[src/rtl/track_sensor_conditioner_pkg.sv]
// Shared constants for the track sensor conditioner and the downstream controller FSM.
// Sensor bit i maps to S(i+1); widths derive from the default cycle counts.
package track_pkg;

  localparam int NUM_SENSORS = 5;

  localparam int S1_IDX = 0;
  localparam int S2_IDX = 1;
  localparam int S3_IDX = 2;
  localparam int S4_IDX = 3;
  localparam int S5_IDX = 4;

  localparam int DEBOUNCE_CYCLES_DEF = 16;
  localparam int STUCK_CYCLES_DEF    = 4096;

  // Counter width for a count that must reach n-1; never narrower than one bit.
  function automatic int cnt_width(input int n);
    return (n < 2) ? 1 : $clog2(n);
  endfunction

  localparam int DB_CNT_W    = cnt_width(DEBOUNCE_CYCLES_DEF);
  localparam int STUCK_CNT_W = $clog2(STUCK_CYCLES_DEF + 1);

  typedef logic [NUM_SENSORS-1:0] sensor_vec_t;

endpackage

[src/rtl/track_sensor_conditioner_if.sv]
// Sensor-side bundle: raw inputs and clear in, conditioned levels, strobes and faults out.
interface track_sensor_conditioner_if #(
  parameter int N = track_pkg::NUM_SENSORS
);

  logic [N-1:0] raw_sensor;
  logic         stuck_clr;
  logic [N-1:0] sensor_level;
  logic [N-1:0] sensor_rise;
  logic [N-1:0] sensor_fall;
  logic [N-1:0] sensor_stuck;
  logic         fault_any;

  modport master (
    output raw_sensor,
    output stuck_clr,
    input  sensor_level,
    input  sensor_rise,
    input  sensor_fall,
    input  sensor_stuck,
    input  fault_any
  );

  modport slave (
    input  raw_sensor,
    input  stuck_clr,
    output sensor_level,
    output sensor_rise,
    output sensor_fall,
    output sensor_stuck,
    output fault_any
  );

endinterface

[src/rtl/track_sensor_conditioner_debounce_ch.sv]
// One sensor channel: 2-flop synchroniser, stability-count debouncer,
// edge strobes and a saturating stuck-active detector with sticky flag.
module sensor_debounce_ch #(
  parameter int DEBOUNCE_CYCLES = track_pkg::DEBOUNCE_CYCLES_DEF,
  parameter int STUCK_CYCLES    = track_pkg::STUCK_CYCLES_DEF
) (
  input  logic Clock,
  input  logic reset,
  input  logic raw,
  input  logic stuck_clr,
  output logic level,
  output logic rise,
  output logic fall,
  output logic stuck
);
  import track_pkg::*;

  localparam int DB_W = cnt_width(DEBOUNCE_CYCLES);
  localparam int ST_W = $clog2(STUCK_CYCLES + 1);
  localparam logic [DB_W-1:0] DB_LAST = DB_W'(DEBOUNCE_CYCLES - 1);
  localparam logic [ST_W-1:0] ST_LAST = ST_W'(STUCK_CYCLES - 1);
  localparam logic [ST_W-1:0] ST_MAX  = ST_W'(STUCK_CYCLES);

  logic            sync1_reg, sync2_reg;
  logic [DB_W-1:0] db_cnt_reg, db_cnt_next;
  logic            level_reg, level_next;
  logic            rise_reg, rise_next;
  logic            fall_reg, fall_next;
  logic [ST_W-1:0] st_cnt_reg, st_cnt_next;
  logic            stuck_reg, stuck_next;

  always_comb begin
    db_cnt_next = db_cnt_reg;
    level_next  = level_reg;
    rise_next   = 1'b0;
    fall_next   = 1'b0;
    // Any sample agreeing with the accepted level restarts the stability count.
    if (sync2_reg == level_reg) begin
      db_cnt_next = '0;
    end else if (db_cnt_reg == DB_LAST) begin
      db_cnt_next = '0;
      level_next  = sync2_reg;
      rise_next   = sync2_reg;
      fall_next   = ~sync2_reg;
    end else begin
      db_cnt_next = db_cnt_reg + 1'b1;
    end
  end

  always_comb begin
    st_cnt_next = st_cnt_reg;
    stuck_next  = stuck_reg;
    // Clear takes priority over a coincident set so the counter restarts cleanly.
    if (stuck_clr) begin
      st_cnt_next = '0;
      stuck_next  = 1'b0;
    end else if (!level_reg) begin
      st_cnt_next = '0;
    end else begin
      if (st_cnt_reg != ST_MAX) st_cnt_next = st_cnt_reg + 1'b1;
      if (st_cnt_reg == ST_LAST) stuck_next = 1'b1;
    end
  end

  always_ff @(posedge Clock) begin
    if (!reset) begin
      sync1_reg  <= 1'b0;
      sync2_reg  <= 1'b0;
      db_cnt_reg <= '0;
      level_reg  <= 1'b0;
      rise_reg   <= 1'b0;
      fall_reg   <= 1'b0;
      st_cnt_reg <= '0;
      stuck_reg  <= 1'b0;
    end else begin
      sync1_reg  <= raw;
      sync2_reg  <= sync1_reg;
      db_cnt_reg <= db_cnt_next;
      level_reg  <= level_next;
      rise_reg   <= rise_next;
      fall_reg   <= fall_next;
      st_cnt_reg <= st_cnt_next;
      stuck_reg  <= stuck_next;
    end
  end

  assign level = level_reg;
  assign rise  = rise_reg;
  assign fall  = fall_reg;
  assign stuck = stuck_reg;

endmodule

[src/rtl/track_sensor_conditioner.sv]
// Conditions the raw track sensors for the controller FSM: one debounce channel
// per sensor plus a registered summary fault.
module track_sensor_conditioner #(
  parameter int NUM_SENSORS     = track_pkg::NUM_SENSORS,
  parameter int DEBOUNCE_CYCLES = track_pkg::DEBOUNCE_CYCLES_DEF,
  parameter int STUCK_CYCLES    = track_pkg::STUCK_CYCLES_DEF
) (
  input logic Clock,
  input logic reset,
  track_sensor_conditioner_if.slave bus
);
  import track_pkg::*;

  logic [NUM_SENSORS-1:0] level_vec;
  logic [NUM_SENSORS-1:0] rise_vec;
  logic [NUM_SENSORS-1:0] fall_vec;
  logic [NUM_SENSORS-1:0] stuck_vec;
  logic                   fault_any_reg;

  genvar gi;
  generate
    for (gi = 0; gi < NUM_SENSORS; gi++) begin : g_ch
      sensor_debounce_ch #(
        .DEBOUNCE_CYCLES(DEBOUNCE_CYCLES),
        .STUCK_CYCLES   (STUCK_CYCLES)
      ) u_ch (
        .Clock    (Clock),
        .reset    (reset),
        .raw      (bus.raw_sensor[gi]),
        .stuck_clr(bus.stuck_clr),
        .level    (level_vec[gi]),
        .rise     (rise_vec[gi]),
        .fall     (fall_vec[gi]),
        .stuck    (stuck_vec[gi])
      );
    end
  endgenerate

  always_ff @(posedge Clock) begin
    if (!reset) fault_any_reg <= 1'b0;
    else        fault_any_reg <= |stuck_vec;
  end

  assign bus.sensor_level = level_vec;
  assign bus.sensor_rise  = rise_vec;
  assign bus.sensor_fall  = fall_vec;
  assign bus.sensor_stuck = stuck_vec;
  assign bus.fault_any    = fault_any_reg;

endmodule

[src/flat_wrapper.sv]
// flat-port wrapper written by rule: the top's interface ports become plain ports
module track_sensor_conditioner_flat import track_pkg::*;
#(
  parameter int NUM_SENSORS     = track_pkg::NUM_SENSORS,
  parameter int DEBOUNCE_CYCLES = track_pkg::DEBOUNCE_CYCLES_DEF,
  parameter int STUCK_CYCLES    = track_pkg::STUCK_CYCLES_DEF
)
  (Clock, reset, bus_raw_sensor, bus_stuck_clr, bus_sensor_level, bus_sensor_rise, bus_sensor_fall, bus_sensor_stuck, bus_fault_any);
  track_sensor_conditioner_if #(.N(5)) bus_i ();
  input logic Clock;
  input logic reset;
  input wire logic [$bits(bus_i.raw_sensor)-1:0] bus_raw_sensor;
  input wire logic [$bits(bus_i.stuck_clr)-1:0] bus_stuck_clr;
  output wire logic [$bits(bus_i.sensor_level)-1:0] bus_sensor_level;
  output wire logic [$bits(bus_i.sensor_rise)-1:0] bus_sensor_rise;
  output wire logic [$bits(bus_i.sensor_fall)-1:0] bus_sensor_fall;
  output wire logic [$bits(bus_i.sensor_stuck)-1:0] bus_sensor_stuck;
  output wire logic [$bits(bus_i.fault_any)-1:0] bus_fault_any;
  assign bus_i.raw_sensor = bus_raw_sensor;
  assign bus_i.stuck_clr = bus_stuck_clr;
  assign bus_sensor_level = bus_i.sensor_level;
  assign bus_sensor_rise = bus_i.sensor_rise;
  assign bus_sensor_fall = bus_i.sensor_fall;
  assign bus_sensor_stuck = bus_i.sensor_stuck;
  assign bus_fault_any = bus_i.fault_any;
  track_sensor_conditioner #(.NUM_SENSORS(NUM_SENSORS), .DEBOUNCE_CYCLES(DEBOUNCE_CYCLES), .STUCK_CYCLES(STUCK_CYCLES)) u_core (.Clock(Clock), .reset(reset), .bus(bus_i));
endmodule
[config.mk]
export PLATFORM = sky130hd
export DESIGN_NAME = track_sensor_conditioner_flat
export DESIGN_NICKNAME = d
export VERILOG_FILES = /design/src/rtl/track_sensor_conditioner_pkg.sv /design/src/rtl/track_sensor_conditioner_if.sv /design/src/rtl/track_sensor_conditioner_debounce_ch.sv /design/src/rtl/track_sensor_conditioner.sv /design/src/flat_wrapper.sv
export SDC_FILE = /design/constraint.sdc
export NUM_CORES = 1
export LEC_CHECK = 0
export CAP_MARGIN = 0
export CORE_MARGIN = 10
export CORE_UTILIZATION = 55
export DETAILED_ROUTE_END_ITERATION = 8
export GPL_TIMING_DRIVEN = 0
export HOLD_SLACK_MARGIN = 0.1
export PLACE_DENSITY = 0.72
export SLEW_MARGIN = 20
export SYNTH_ARGS = -nofsm -noshare
export SYNTH_HDL_FRONTEND = slang
export SYNTH_SLANG_ARGS = --single-unit
[constraint.sdc]
create_clock -name Clock -period 2.5 [get_ports Clock]
set_clock_uncertainty 0.15 [all_clocks]
set_input_delay 0.25 -clock Clock [delete_from_list [all_inputs] [get_ports Clock]]
set_output_delay 0.25 -clock Clock [all_outputs]
set_load 0.03 [all_outputs]
==> impl_metrics.toml <==
[run_status]
outcome = "completed"

[routing]
dr.pass1.iters = 4
drtIter0Drc = 234
ant_nets = 0
wire_per_inst_um = 14.2
drc = 0
routed_via_density = 5.59
drt_wl_total_mm = 10.8
num_vias = 4261

[timing]
layout_min_cycle_time_ns = 2.21
finalSetupViolCount = 0
relSlewSlack_pct = 65.6
post-route-period-util_pct = 88.5
setup_tns_ns = 0
rsz0062_at_grt = "no"
max_freq_ghz = 0.452
tightest_slew_ns = 0.508
drv_slew = 0
setup_ws_ns = 0.287
holdWs_ns = 0.163
hold_violations = 0

[final_layout]
finalNonFillerCells = 762
final_cell_mix = "116 x dfxtp_1, 53 x nand2_1, 40 x nand3_1"
regArea_sq_um = 2320
syn_to_final_growth_pct = 19.6
final_common_cell = "dfxtp_1"
nets = 645
num-fill-cells = 781
layout-drive-gt1-share_pct = 10.6
design_area_sq_um = 6280
fin_util_pct = 67.7
largest_register_ffs = 65
multi_input_area_sq_um = 2600
num_antenna_cells = 0

[worst_setup_path]
cp.arrival_ns = 1.81
reg2regPathDepth = 4
crit_path_cell_trace = "buf_4 > clkdlybuf4s50_1"
r2r-start = "u_core.g_ch[4].u_ch.st_cnt_reg[1]"
r2r_end = "u_core.g_ch[4].u_ch.st_cnt_reg[10]"
crit_start = "u_core.g_ch[1].u_ch.level"
worstSetupPathType = "register to primary output"
worst_path_largest_cell_delay_ns = 0.66
path_delay_family = "buffers and inverters"
critPathCaptureType = "primary output"
reg2reg_slack_ns = 0.66
endpoint = "bus_sensor_level[1]"
critPathMaxFanout = 8
crit_slowest_cell = "clkdlybuf4s50_1"
cp_num_buf_inv = 2
cp-start-kind = "register"
path_depth = 2
worstPathRequired_ns = 2.10

[clock_network]
cts_resized = 0
clkTransAtPathRegs_ns = 0.05
post-cts-setup-buffers = 0
cts_hold_buf = 0
cts_htree_levels = 4
clockRootBuffer = "clkbuf_8"
numCtsBuffers = 17
clk_latency_ns = 0.52
cts_tree = "yes"
cts_buffer_depth = 2
cts.sinks = 116

[floorplanning]
core_area_sq_um = 9280
die_h_um = 118
rows = 35
io_pins = 29
fp.dieW_um = 118
die_area_sq_um = 13900
start_util_pct = 56.6

[yosys]
seq_area_frac_synth_pct = 44.2
synth_cells = 575
synth_cell_type_count = 42
synth-seq-cells = 116
yosys_warnings = 0
synth.cell_area_sq_um = 5250
syn_nets = 598
avgSynthCellArea_sq_um = 9.13

[placed_design]
place_inst = 732
gp_congestion = 0.860
dp_hpwl_mm = 7.56
dpl-instance-area_sq_um = 5690
portBuffers = 28
dpl_worst_slack_ns = 0.251

[power_and_ir_drop]
peakVddDrop_mv = 0.550
powerDensity_nw_per_um2 = 687
power_mw = 4.32
leakage_nw = 2.31

[min_path]
hold_path_depth = 2
min_path_type = "input pin to register"

[global_routing]
grt_max_degree = 17
grt.total_usage_pct = 16.1
grt-ovfl-total = 0
antenna_found_initial = 0
grt_pass1_wl_mm = 18.9
first_global_vias = 4186

[run]
maxCapViolations = 0
[area by class of cell]
class	count	area share, %
clock inverters	9	2.05
flip-flops and latches	116	37.0
repair buffers	28	4.46
plain buffers	35	3.45
well taps	129	2.57
multi-input cells	394	41.4
inverters	30	1.79
clock buffers	21	7.31
[worst min path at each step]
stage,startpoint,end,slack [ns]
2_1_floorplan,bus_raw_sensor[0],u_core.g_ch[0].u_ch.sync1_reg,0.23
3_3_place_gp,u_core.g_ch[3].u_ch.sync1_reg,u_core.g_ch[3].u_ch.sync2_reg,0.27
3_5_place_dp,u_core.g_ch[3].u_ch.sync1_reg,u_core.g_ch[3].u_ch.sync2_reg,0.27
4_1_cts,bus_raw_sensor[3],u_core.g_ch[3].u_ch.sync1_reg,0.15
5_1_grt,bus_raw_sensor[3],u_core.g_ch[3].u_ch.sync1_reg,0.15
6_report,bus_raw_sensor[3],u_core.g_ch[3].u_ch.sync1_reg,0.16
[cells by family (layout without fill, tap and decap cells)]
group | Yosys count | in the layout | synth area share, %
DFF | 116 | 116 | 44.2
buffers and inverters | 65 | 123 | 6.27
AOI/OAI and AO/OA | 80 | 80 | 9.34
muxes | 18 | 18 | 3.43
and+or+nand+nor | 256 | 256 | 29.0
adders and majority gates | 15 | 15 | 3.57
xor gates and xnor gates | 25 | 25 | 4.17
[per-layer routing]
layer  global-route usage [%]  share of wire, %
met1                     17.9                45
met2                     27.7                51
met3                     4.94               3.2
met4                     7.26               1.7
met5                        0                 0
[Yosys cell counts]
library cell,n,share of area [%]
o311ai_1,2,0.33
or4_1,18,2.6
a31oi_1,2,0.24
buf_4,21,3.0
ha_1,15,3.6
and2_1,10,1.2
o311ai_0,4,0.67
xnor2_1,2,0.33
or3_1,14,1.7
nand3_1,40,3.8
nor4_1,15,1.8
nor3_1,5,0.48
nand4_1,15,1.8
nand3b_1,1,0.14
or4b_1,1,0.19
mux2i_1,18,3.4
inv_1,30,2.1
clkbuf_1,9,0.64
nand3_2,2,0.38
xor2_1,23,3.8
nand4bb_1,4,0.86
nand2b_1,6,0.71
nor4bb_1,1,0.19
or4_4,1,0.21
o31ai_1,14,2.0
o21a_1,6,0.86
and3b_1,5,0.83
or2b_1,1,0.14
a311o_1,3,0.57
dfxtp_1,116,44
nor4b_1,8,1.3
a21oi_1,34,3.2
nand4_2,6,1.4
or4b_4,3,0.79
nor3b_1,10,1.4
and3_1,5,0.60
nor2_1,25,1.8
o21ai_0,15,1.4
nand2_1,53,3.8
buf_2,5,0.48
nor2b_1,6,0.71
and4_1,1,0.17
[power breakdown]
part / switching (mW) / internal (mW) / leakage [nW] / total, mW
Clock: 0.822 / 1.58 / 0.286 / 2.40
Sequential: 0.00673 / 1.86 / 0.936 / 1.87
Combinational: 0.0249 / 0.0234 / 1.08 / 0.0484
Total: 0.854 / 3.46 / 2.31 / 4.32
[worst reg2reg max path, stage by stage, from the launching register on]
cell and delay, ns:
dfxtp_1 0.41, ha_1 0.26, nand4_1 0.32, or4_1 0.49, a21oi_1 0.15
Note: power is estimated with default switching activity, not from simulation.
